$ cat src/rtl/fetch_stage.sv
`default_nettype none
// ============================================================================
// Module   : fetch_stage
// Purpose  : Instruction fetch: owns the PC, drives instruction memory and
//            registers the returned word into IF/ID with stall/redirect/halt.
// Revision : 1.0 - initial release
// ============================================================================
module fetch_stage #(
    parameter logic [9:0]  RESET_PC   = 10'h000,
    parameter logic [31:0] HALT_INSTR = 32'hFFFF_FFFF,
    parameter logic [31:0] NOP_INSTR  = 32'h0000_0000
) (
    input  logic        clk,
    input  logic        reset,
    output logic [9:0]  imem_addr,
    input  logic [31:0] imem_instr,
    input  logic        stall,
    input  logic        redirect,
    input  logic [9:0]  redirect_pc,
    output logic [31:0] if_id_instr,
    output logic [9:0]  if_id_pc,
    output logic [9:0]  if_id_pc_plus4,
    output logic        if_id_valid,
    output logic        halted,
    output logic        fault
);

    localparam logic [1:0] S_IDLE   = 2'd0;
    localparam logic [1:0] S_RUN    = 2'd1;
    localparam logic [1:0] S_HALTED = 2'd2;
    localparam logic [1:0] S_FAULT  = 2'd3;

    localparam logic [9:0] c_pc_step  = 10'd4;
    localparam logic [9:0] c_reset_pc = {RESET_PC[9:2], 2'b00};

    logic [1:0]  r_state;
    logic [9:0]  r_pc;
    logic [31:0] r_instr;
    logic [9:0]  r_id_pc;
    logic [9:0]  r_id_pc4;
    logic        r_valid;
    logic        r_halted;
    logic        r_fault;

    logic [1:0]  w_state_nxt;
    logic [9:0]  w_pc_nxt;
    logic [31:0] w_instr_nxt;
    logic [9:0]  w_id_pc_nxt;
    logic [9:0]  w_id_pc4_nxt;
    logic        w_valid_nxt;
    logic        w_redirect_bad;

    assign w_redirect_bad = (redirect_pc[1:0] != 2'b00);

    always_comb begin
        w_state_nxt  = r_state;
        w_pc_nxt     = r_pc;
        w_instr_nxt  = r_instr;
        w_id_pc_nxt  = r_id_pc;
        w_id_pc4_nxt = r_id_pc4;
        w_valid_nxt  = r_valid;
        case (r_state)
            S_IDLE: begin
                w_state_nxt = S_RUN;
            end
            S_RUN, S_HALTED: begin
                if (redirect) begin
                    // Any redirect squashes the in-flight fetch into a bubble.
                    w_valid_nxt = 1'b0;
                    w_instr_nxt = NOP_INSTR;
                    if (w_redirect_bad) begin
                        w_state_nxt = S_FAULT;
                    end else begin
                        w_pc_nxt    = redirect_pc;
                        w_state_nxt = S_RUN;
                    end
                end else if (stall) begin
                    w_state_nxt = r_state;
                end else if (r_state == S_HALTED) begin
                    w_valid_nxt = 1'b0;
                    w_instr_nxt = NOP_INSTR;
                end else begin
                    w_instr_nxt  = imem_instr;
                    w_id_pc_nxt  = r_pc;
                    w_id_pc4_nxt = r_pc + c_pc_step;
                    w_valid_nxt  = 1'b1;
                    if (imem_instr == HALT_INSTR) begin
                        w_state_nxt = S_HALTED;
                    end else begin
                        w_pc_nxt = r_pc + c_pc_step;
                    end
                end
            end
            default: begin
                w_valid_nxt = 1'b0;
            end
        endcase
    end

    always_ff @(posedge clk or negedge reset) begin
        if (!reset) begin
            r_state  <= S_IDLE;
            r_pc     <= c_reset_pc;
            r_instr  <= NOP_INSTR;
            r_id_pc  <= 10'd0;
            r_id_pc4 <= 10'd0;
            r_valid  <= 1'b0;
            r_halted <= 1'b0;
            r_fault  <= 1'b0;
        end else begin
            r_state  <= w_state_nxt;
            r_pc     <= w_pc_nxt;
            r_instr  <= w_instr_nxt;
            r_id_pc  <= w_id_pc_nxt;
            r_id_pc4 <= w_id_pc4_nxt;
            r_valid  <= w_valid_nxt;
            r_halted <= (w_state_nxt == S_HALTED);
            r_fault  <= (w_state_nxt == S_FAULT);
        end
    end

    assign imem_addr      = r_pc;
    assign if_id_instr    = r_instr;
    assign if_id_pc       = r_id_pc;
    assign if_id_pc_plus4 = r_id_pc4;
    assign if_id_valid    = r_valid;
    assign halted         = r_halted;
    assign fault          = r_fault;

endmodule
`default_nettype wire

$ cat config.mk
export PLATFORM = sky130hd
export DESIGN_NAME = fetch_stage
export DESIGN_NICKNAME = d
export VERILOG_FILES = /design/src/rtl/fetch_stage.sv
export SDC_FILE = /design/constraint.sdc
export NUM_CORES = 1
export LEC_CHECK = 0
export ABC_CLOCK_PERIOD_IN_PS = 2160
export BUFFER_PORTS_ARGS = -buffer_cell sky130_fd_sc_hd__buf_2
export CORE_MARGIN = 3
export CORE_UTILIZATION = 44
export CTS_CLUSTER_DIAMETER = 50
export DETAILED_ROUTE_END_ITERATION = 8
export PLACE_DENSITY = 0.79
export SLEW_MARGIN = 10
export SYNTH_ARGS = -nofsm -noshare
export SYNTH_HDL_FRONTEND = slang
export SYNTH_SLANG_ARGS = --single-unit
export TNS_END_PERCENT = 10
$ cat constraint.sdc
create_clock -name clk -period 2.16 [get_ports clk]
set_clock_uncertainty 0.05 [all_clocks]
set_input_delay 0.108 -clock clk [delete_from_list [all_inputs] [get_ports clk]]
set_output_delay 0.108 -clock clk [all_outputs]
set_load 0.01 [all_outputs]
==> flow_summary_export.csv, run 1 <==
group,metric,value,unit
logic_synthesis,yosys_register_bits,65,
floorplanning,io_pins,111,
logic_synthesis,yosys_warnings,0,
global_route,antenna_found_initial,0,
routing,drtPass1Iterations,4,
run_status,status,"finished clean",
sta,period_needed,2.06,ns
placement,place_ws,0.0652,ns
logic_synthesis,avgSynthCellArea,11.0,sq um
placement,gp_congestion,0.844,
critical_path,path_max_fanout,7,
global_route,grt_max_degree,33,
flow_run,cap_violations,0,
floorplanning,start_util,0.465,
routing,drcViolationCount,0,
pwr,ir_drop,0.681,mV
placement,io_buffers,110,
global_route,gr-usage-met1,0.269,
finish,fillers,456,
logic_synthesis,synth_cells,258,
clock_network,cts_sinks,65,
routing,drtIter0Drc,84,
floorplanning,die_w,86.3,um
sta,finalMaxSlewViolations,0,
floorplanning,num_rows,28,
sta,tns,0,ns
sta,finalWorstSetupSlack,0.0994,ns
routing,drtAntennaViolNets,0,
finish,syn2layout_area_growth,43.7,%
sta,min_period_over_period,0.954,
routing,viasPerCell,5.28,
finish,final_util,0.668,
finish,nNetsFinal,454,
global_route,busiest_layer,"met2",
pwr,powerDensity,1310,nW/um^2
sta,setup_violations,0,
finish,n_antenna_cell,0,
routing,wirelength,7810,um
logic_synthesis,syn-num-nets,308,
clock_network,cts_buffers,9,
worst_hold_path,min_path_cells,2,
sta,timing.slew.headroom,0.567,
clock_network,clk_path_buf_depth,2,
routing,wl_per_cell,16.1,um
logic_synthesis,synth-main-ff-cell,"dfrtp_1",
global_route,grt_pass1_vias,2593,
critical_path,crit_type,"input port to register",
critical_path,r2r_cells,8,
global_route,grt_pass1_wl,12500,um
floorplanning,core,6100,sq um
critical_path,endpoint_kind,"register",
global_route,grt_overflow,0,
logic_synthesis,synth_edf_count,0,
placement,hpwl,5090,um
clock_network,cts_root_buffer,"clkbuf_8",
sta,tightest_slew,0.650,ns
finish,drive_above_1_share,0.364,
global_route,grt_use_total,0.216,
pwr,p_leak,2.13,nW
clock_network,cts_tree,"done",
worst_hold_path,hp-class,"input port to register",
clock_network,clk_latency,0.33,ns
routing,via_count,2556,
sta,holdWs,0.0193,ns
global_route,grt_util_met3,0.0694,
floorplanning,fp.dieH,86.3,um
critical_path,cp.required,2.33,ns
sta,hold_viol,0,
clock_network,htreeDepth,3,
logic_synthesis,ys_types,40,
logic_synthesis,async_reset_ff_frac,1.00,
logic_synthesis,synth_area,2840,sq um
critical_path,cp-start-kind,"input port",
critical_path,worstPathArrival,2.23,ns
floorplanning,dieArea,7440,sq um
logic_synthesis,ys_seq_area_frac,0.574,
global_route,use_met2,0.352,
clock_network,clk_pin_slew,0.07,ns
sta,fmax,485,MHz
==> cells in the mapped netlist, types with 2 or more instances <==
library cell	number	area [sq um]
mux2i_1	3	30.0
clkbuf_1	9	33.8
a211oi_2	3	37.5
inv_1	3	11.3
a21oi_1	3	15.0
a22o_1	32	280
and3_1	3	18.8
dfrtp_1	65	1630
nand4_1	9	56.3
nand2b_1	3	18.8
nor3_1	11	55.1
a21boi_0	2	15.0
o221a_2	2	22.5
nand2_1	48	180
nor4_2	2	25.0
buf_4	3	22.5
and2_1	3	18.8
xor2_1	2	17.5
nor2_1	5	18.8
o21ai_0	11	55.1
a31oi_1	2	12.5
ha_1	4	50.1
buf_2	5	25.0
nand3_1	5	25.0
xnor2_1	4	35.0
o31ai_1	2	15.0
==> cell usage in the layout (no fill, tap or decap), types with 3 or more instances in the layout <==
cell,instances
nor2_1,5
nor3_1,10
nand3_1,5
ha_1,4
a21oi_1,3
nand2_1,48
mux2i_1,3
inv_1,3
and3_1,3
and2_1,3
clkbuf_8,12
buf_2,110
o21ai_0,10
dfrtp_1,64
buf_4,10
dlygate4sd3_1,33
a211oi_2,3
nand2b_1,3
a22o_1,32
xnor2_1,4
nand4_1,9
==> through the flow <==
step / power [mW] / instance area [sq um] / cells
global placement: 4.01 / 3480 / 435
CTS: 5.34 / 4050 / 484
finish: 5.34 / 4070 / 484
detailed placement: 4.08 / 3480 / 435
global route: 5.68 / 4070 / 484
floorplan: 3.24 / 2840 / 258
==> area by class of cell <==
class	instances	area (sq um)	area share
Tap cell	75	93.8	0.0230
Clock inverter	4	73.8	0.0181
Multi-Input combinational cell	172	1150	0.281
Clock buffer	12	165	0.0405
Sequential cell	65	1630	0.400
Timing Repair Buffer	153	956	0.235
Inverter	3	11.3	0.00276
==> layer usage <==
layer	part of all wire	routed length [um]	vias up
met5	0	0	-
met4	0.018	144	0
met3	0.087	681	14
met2	0.48	3750	116
met1	0.41	3230	1205
li1	-	-	1221
==> repair_timing <==
item,CTS,global route
hold buffers,33,0
endpoints found under the setup margin,0,8
hold endpoints to repair,59,0
gates resized for setup,0,5
buffers inserted,0,0
==> power breakdown <==
group	internal [mW]	switching [mW]
clock network	0.745	0.454
registers	1.69	0.383
logic	0.946	1.12
==> sequential cells by signal (all words and copies together) (netlist names) <==
register	cells
if_id_pc	10
if_id_valid	1
halted	1
imem_addr	10
r_state	2
fault	1
if_id_instr	32
if_id_pc_plus4	8
==> final timing paths <==
| check | start | endpoint | slack [ns] |
|---|---|---|---|
| worst max-delay path | imem_instr[11] | imem_addr[4] | 0.1 |
| worst min-delay path | redirect_pc[4] | imem_addr[4] | 0.02 |
| worst max register to register | r_state[0] | fault | 0.11 |
| worst min register to register | if_id_pc[6] | if_id_pc[6] | 0.42 |
| max in group asynchronous | reset | if_id_instr[5] | 1.04 |
| min in group asynchronous | reset | if_id_instr[15] | 0.29 |
==> logic make-up (layout without fill, tap and decap cells) <==
group / Yosys count / in the layout / synth area share
simple gates: 92 / 92 / 0.154
compound gates: 66 / 66 / 0.188
flops: 65 / 65 / 0.574
buf+inv: 21 / 172 / 0.0340
xor+xnor: 6 / 6 / 0.0185
fa+ha+maj: 4 / 4 / 0.0177
mux: 4 / 4 / 0.0146
==> critical path: stages <==
cell           delay (ns)
dlygate4sd3_1        0.53
buf_2                0.12
nand4_1              0.22
nor4_4               0.41
and2_1               0.32
o21ai_4              0.09
buf_4                0.18
o221a_2              0.24
Note: power is estimated with default switching activity, not from simulation.
==> inputs of run 2 (changes only) <==
REMOVE_ABC_BUFFERS = 1   (was unset)
==> flow_summary_export.csv, run 2 (synthesis gave the netlist of run 1 again) <==
group,metric,value,unit
sta,fmax,494,MHz
finish,n_antenna_cell,0,
sta,setup_violations,0,
global_route,grt_pass1_vias,2636,
run_status,status,"finished clean",
finish,fillers,489,
sta,grt_setup_unrepaired,"no",
routing,topRoutingLayerUsed,"met4",
floorplanning,num_rows,28,
placement,gp_congestion,0.872,
routing,wl_per_cell,16.5,um
finish,register_area,1630,sq um
critical_path,crit_type,"input port to register",
sta,holdWs,0.0194,ns
clock_network,cts_setup_buffers,0,
placement,hpwl,5310,um
finish,largest_reg_flops,32,
critical_path,cp-start-kind,"input port",
clock_network,clk_path_buf_depth,2,
sta,timing.slew.headroom,0.550,
critical_path,slowest_delay,0.54,ns
clock_network,cts_buffers,9,
critical_path,endpoint_kind,"register",
global_route,grt_pass1_wl,12900,um
pwr,powerDensity,1280,nW/um^2
finish,layout_commonest_cell,"buf_2",
sta,min_period_over_period,0.937,
pwr,p_leak,2.11,nW
critical_path,cp_cell_sequence,"dlygate4sd3_1 > buf_2 > nand4_1 > nor4_4 > and2_1 > o21ai_4 > buf_4 > o221a_2",
worst_hold_path,hp-class,"input port to register",
critical_path,path_max_fanout,7,
pwr,ir_drop,0.854,mV
clock_network,cts_tree,"done",
routing,drtIter0Drc,102,
routing,drcViolationCount,0,
routing,wirelength,7970,um
routing,dr_wl_met3,451,um
finish,mostFrequentLayoutCells,"buf_2 (110), dfrtp_1 (64), nand2_1 (48)",
floorplanning,fp.dieH,86.3,um
sta,hold_viol,0,
routing,drtAntennaViolNets,0,
clock_network,cts_root_buffer,"clkbuf_8",
floorplanning,core,6100,sq um
sta,period_needed,2.02,ns
global_route,grt_use_total,0.223,
placement,io_buffers,110,
global_route,grt_max_degree,39,
sta,finalWorstSetupSlack,0.136,ns
finish,drive_above_1_share,0.365,
placement,place_ws,0.0681,ns
critical_path,worstPathArrival,2.20,ns
floorplanning,io_pins,111,
sta,finalMaxSlewViolations,0,
flow_run,cap_violations,0,
global_route,grt_overflow,0,
routing,met2_length,4140,um
critical_path,critPathTopFamily,"simple AND/OR/NAND/NOR gates",
clock_network,htreeDepth,3,
critical_path,cpMaxStageDelayCell,"dlygate4sd3_1",
sta,tightest_slew,0.675,ns
clock_network,clk_latency,0.34,ns
finish,syn2layout_area_growth,43.2,%
critical_path,cp.required,2.33,ns
routing,drtPass1Iterations,4,
critical_path,path_buf_inv,3,
floorplanning,die_w,86.3,um
clock_network,cts_sinks,65,
global_route,antenna_found_initial,0,
clock_network,clk_pin_slew,0.07,ns
routing,routedLengthMet1,3150,um
routing,viasPerCell,5.47,
floorplanning,dieArea,7440,sq um
floorplanning,start_util,0.465,
finish,nNetsFinal,453,
finish,multi_input_area,1160,sq um
routing,via_count,2644,
run 2: cell count changes in the layout (fill, tap and decap cells not counted), moves of 2 or more:
cell / previous run / this run
clkinv_4: 1 / 3
buf_12: 0 / 2
buf_4: 10 / 7
clkbuf_8: 12 / 9
run 2: routing by layer:
layer	up-vias	global-route usage
met2	102	0.371
met3	20	0.0494
met1	1300	0.274
li1	1222	-
met5	-	0
met4	0	0.108
run 2: final cells by class:
type | count | share of cell area
clock buffer | 10 | 0.0314
clock inverter | 6 | 0.0170
inverter | 3 | 0.00277
multi-input combinational | 172 | 0.285
sequential | 65 | 0.401
tap | 75 | 0.0231
timing repair buffer | 152 | 0.240
run 2: worst reg2reg max path, stage by stage (launching register included):
cell      delay, ns
dfrtp_1        0.42
inv_1          0.10
ha_1           0.31
nand2b_1       0.11
or3_4          0.40
a21oi_4        0.23
nor3_1         0.09
a211oi_2       0.22
run 2: per-stage QoR:
step           total power, mW  cells  cell area (sq um)  TNS, ns  utilization
2_1_floorplan             3.19    240               2750   -57.07            -
3_3_place_gp              4.02    434               3500        0        0.573
3_5_place_dp              4.12    434               3500        0        0.573
4_1_cts                   5.18    483               4020        0        0.660
5_1_grt                   5.55    483               4060        0        0.666
6_report                  5.18    483               4060        0        0.666
run 2: path summary, 6_finish.rpt:
kind | start | end | slack (ns) | depth (start not counted)
setup / recovery | imem_instr[15] | imem_addr[4] | 0.14 | 8
hold / removal | redirect_pc[5] | imem_addr[5] | 0.02 | 2
setup reg to reg | r_state[0] | imem_addr[6] | 0.15 | 7
hold reg to reg | if_id_pc[6] | if_id_pc[6] | 0.43 | 2
max in group asynchronous | reset | if_id_instr[8] | 1.10 | 3
min in group asynchronous | reset | if_id_instr[11] | 0.30 | 2
run 2: where the power goes:
group	internal [mW]	switching (mW)
logic	0.970	1.13
clock network	0.537	0.474
registers	1.69	0.381
total	3.20	1.98
run 2: timing repair:
item,in CTS,in global routing
hold buffers,33,0
gates resized for setup,0,7
setup endpoints to repair,0,7
hold endpoints to repair,59,0
==> inputs of run 3 (changes only) <==
ABC_CLOCK_PERIOD_IN_PS = 1900   (was 2160)
CORE_UTILIZATION = 45   (was 44)
PLACE_DENSITY = 0.78   (was 0.79)
clock period = 1.9 ns   (was 2.16 ns; I/O delays follow)
==> flow_summary_export.csv, run 3 (synthesis gave the netlist of run 1 again) <==
group,metric,value,unit
placement,place_ws,-0.129,ns
critical_path,crit_start,"imem_instr[1]",
critical_path,endpoint_kind,"register",
worst_hold_path,min_path_cells,2,
worst_hold_path,hp-start,"redirect_pc[5]",
finish,n_antenna_cell,0,
critical_path,worstReg2RegEnd,"imem_addr[5]",
routing,drcViolationCount,0,
pwr,powerDensity,1470,nW/um^2
global_route,antenna_found_initial,0,
global_route,grt_use_total,0.226,
clock_network,cts_sinks,65,
critical_path,path_max_fanout,7,
critical_path,slowest_delay,0.55,ns
sta,grt_setup_unrepaired,"yes",
global_route,grt_util_met3,0.0417,
floorplanning,num_rows,28,
floorplanning,fp.dieH,85.4,um
clock_network,htreeDepth,3,
routing,drtIter0Drc,125,
placement,gp_congestion,0.794,
clock_network,cts_tree,"done",
floorplanning,start_util,0.471,
global_route,grt_max_degree,66,
finish,largest_reg_flops,32,
worst_hold_path,hp-class,"input port to register",
finish,nNetsFinal,460,
run_status,violations,"setup timing",
global_route,grt_overflow,0,
flow_run,cap_violations,0,
critical_path,reg2reg_slack,0.02,ns
routing,drtPass1Iterations,6,
pwr,ir_drop,0.716,mV
clock_network,clk_pin_slew,0.07,ns
run_status,status,"finished, violations left",
critical_path,cp-start-kind,"input port",
routing,wirelength,8030,um
clock_network,cts_root_buffer,"clkbuf_8",
pwr,p_leak,2.14,nW
sta,finalMaxSlewViolations,0,
clock_network,cts_buffers,9,
finish,mostFrequentLayoutCells,"buf_2 (110), dfrtp_1 (65), nand2_1 (48)",
critical_path,r2r_start,"r_state[1]",
routing,drtAntennaViolNets,0,
critical_path,cp_cell_sequence,"dlygate4sd3_1 > buf_2 > nand4_1 > nor4_4 > and2_1 > o21ai_4 > buf_4 > o221a_2",
sta,period_needed,1.92,ns
sta,hold_viol,0,
critical_path,r2r_cells,7,
placement,io_buffers,110,
sta,finalWorstSetupSlack,-0.0242,ns
sta,tightest_slew,0.499,ns
critical_path,worstPathArrival,2.10,ns
sta,timing.slew.headroom,0.665,
clock_network,clk_latency,0.33,ns
routing,wl_per_cell,16.4,um
floorplanning,io_pins,111,
sta,setup_violations,2,
critical_path,cpMaxStageDelayCell,"dlygate4sd3_1",
global_route,use_met2,0.385,
clock_network,clk_path_buf_depth,2,
routing,viasPerCell,5.40,
global_route,grt_pass1_wl,12800,um
floorplanning,core,6030,sq um
critical_path,crit_type,"input port to register",
global_route,gr-usage-met1,0.267,
global_route,busiest_layer,"met2",
global_route,grt_pass1_vias,2686,
routing,via_count,2646,
floorplanning,die_w,85.4,um
finish,syn2layout_area_growth,46.2,%
sta,fmax,520,MHz
finish,drive_above_1_share,0.388,
sta,min_period_over_period,1.01,
critical_path,crit_path_end,"imem_addr[5]",
critical_path,cp.required,2.07,ns
floorplanning,dieArea,7290,sq um
placement,hpwl,5210,um
finish,final_util,0.688,
finish,fillers,452,
finish,layout_commonest_cell,"buf_2",
==> run 3: critical path: cells and delay by family <==
kind / cells / cell delay (ns)
buffers and inverters: 3 / 0.85
AND/OR/NAND/NOR: 3 / 0.81
AO/OA/AOI/OAI: 2 / 0.33
==> run 3: timing repair <==
action	CTS	global route
hold endpoints to repair	98	0
gates cloned	0	0
buffers inserted	1	0
setup endpoints to repair	7	11
hold buffers	34	0
pin swaps	0	3
resized for setup	2	11
==> run 3: metal layers <==
layer | share of wire | wire length, um | up-vias
met5 | 0 | 0 | -
met4 | 0.035 | 280 | 0
met3 | 0.043 | 346 | 25
met2 | 0.52 | 4200 | 79
met1 | 0.40 | 3200 | 1310
li1 | - | - | 1232
==> run 3: where the power goes <==
part / leakage, nW / internal [mW] / switching (mW)
clock: 0.0985 / 0.643 / 0.545
combinational: 1.19 / 1.20 / 1.35
sequential: 0.848 / 1.92 / 0.408
total: 2.14 / 3.76 / 2.31
==> run 3: worst min path at each step <==
stage	end	slack, ns
floorplan	fault	-0.25
detailed placement	if_id_instr[29]	0.09
global placement	if_id_instr[29]	0.08
finish	imem_addr[5]	0.009
global route	imem_addr[5]	0.008
CTS	imem_addr[5]	0.002
==> run 3: layout make-up <==
class	instances	area [sq um]	share of cell area
Clock buffer	10	138	0.0332
Clock inverter	6	67.6	0.0163
Inverter	3	11.3	0.00272
Multi-Input combinational cell	172	1170	0.284
Sequential cell	65	1630	0.393
Tap cell	75	93.8	0.0226
Timing Repair Buffer	159	1030	0.249
==> run 3: stage by stage <==
step	setup TNS, ns	std cells	power, mW	hold slack, ns	cell area [sq um]
finish	-0.0360	490	6.07	0.00919	4140
global route	-0.237	490	6.47	0.00819	4140
CTS	0	490	6.02	0.00186	4100
detailed placement	-0.517	439	4.73	0.0881	3530
global placement	-0.0365	439	4.64	0.0830	3530
floorplan	-70.20	240	3.62	-0.251	2750
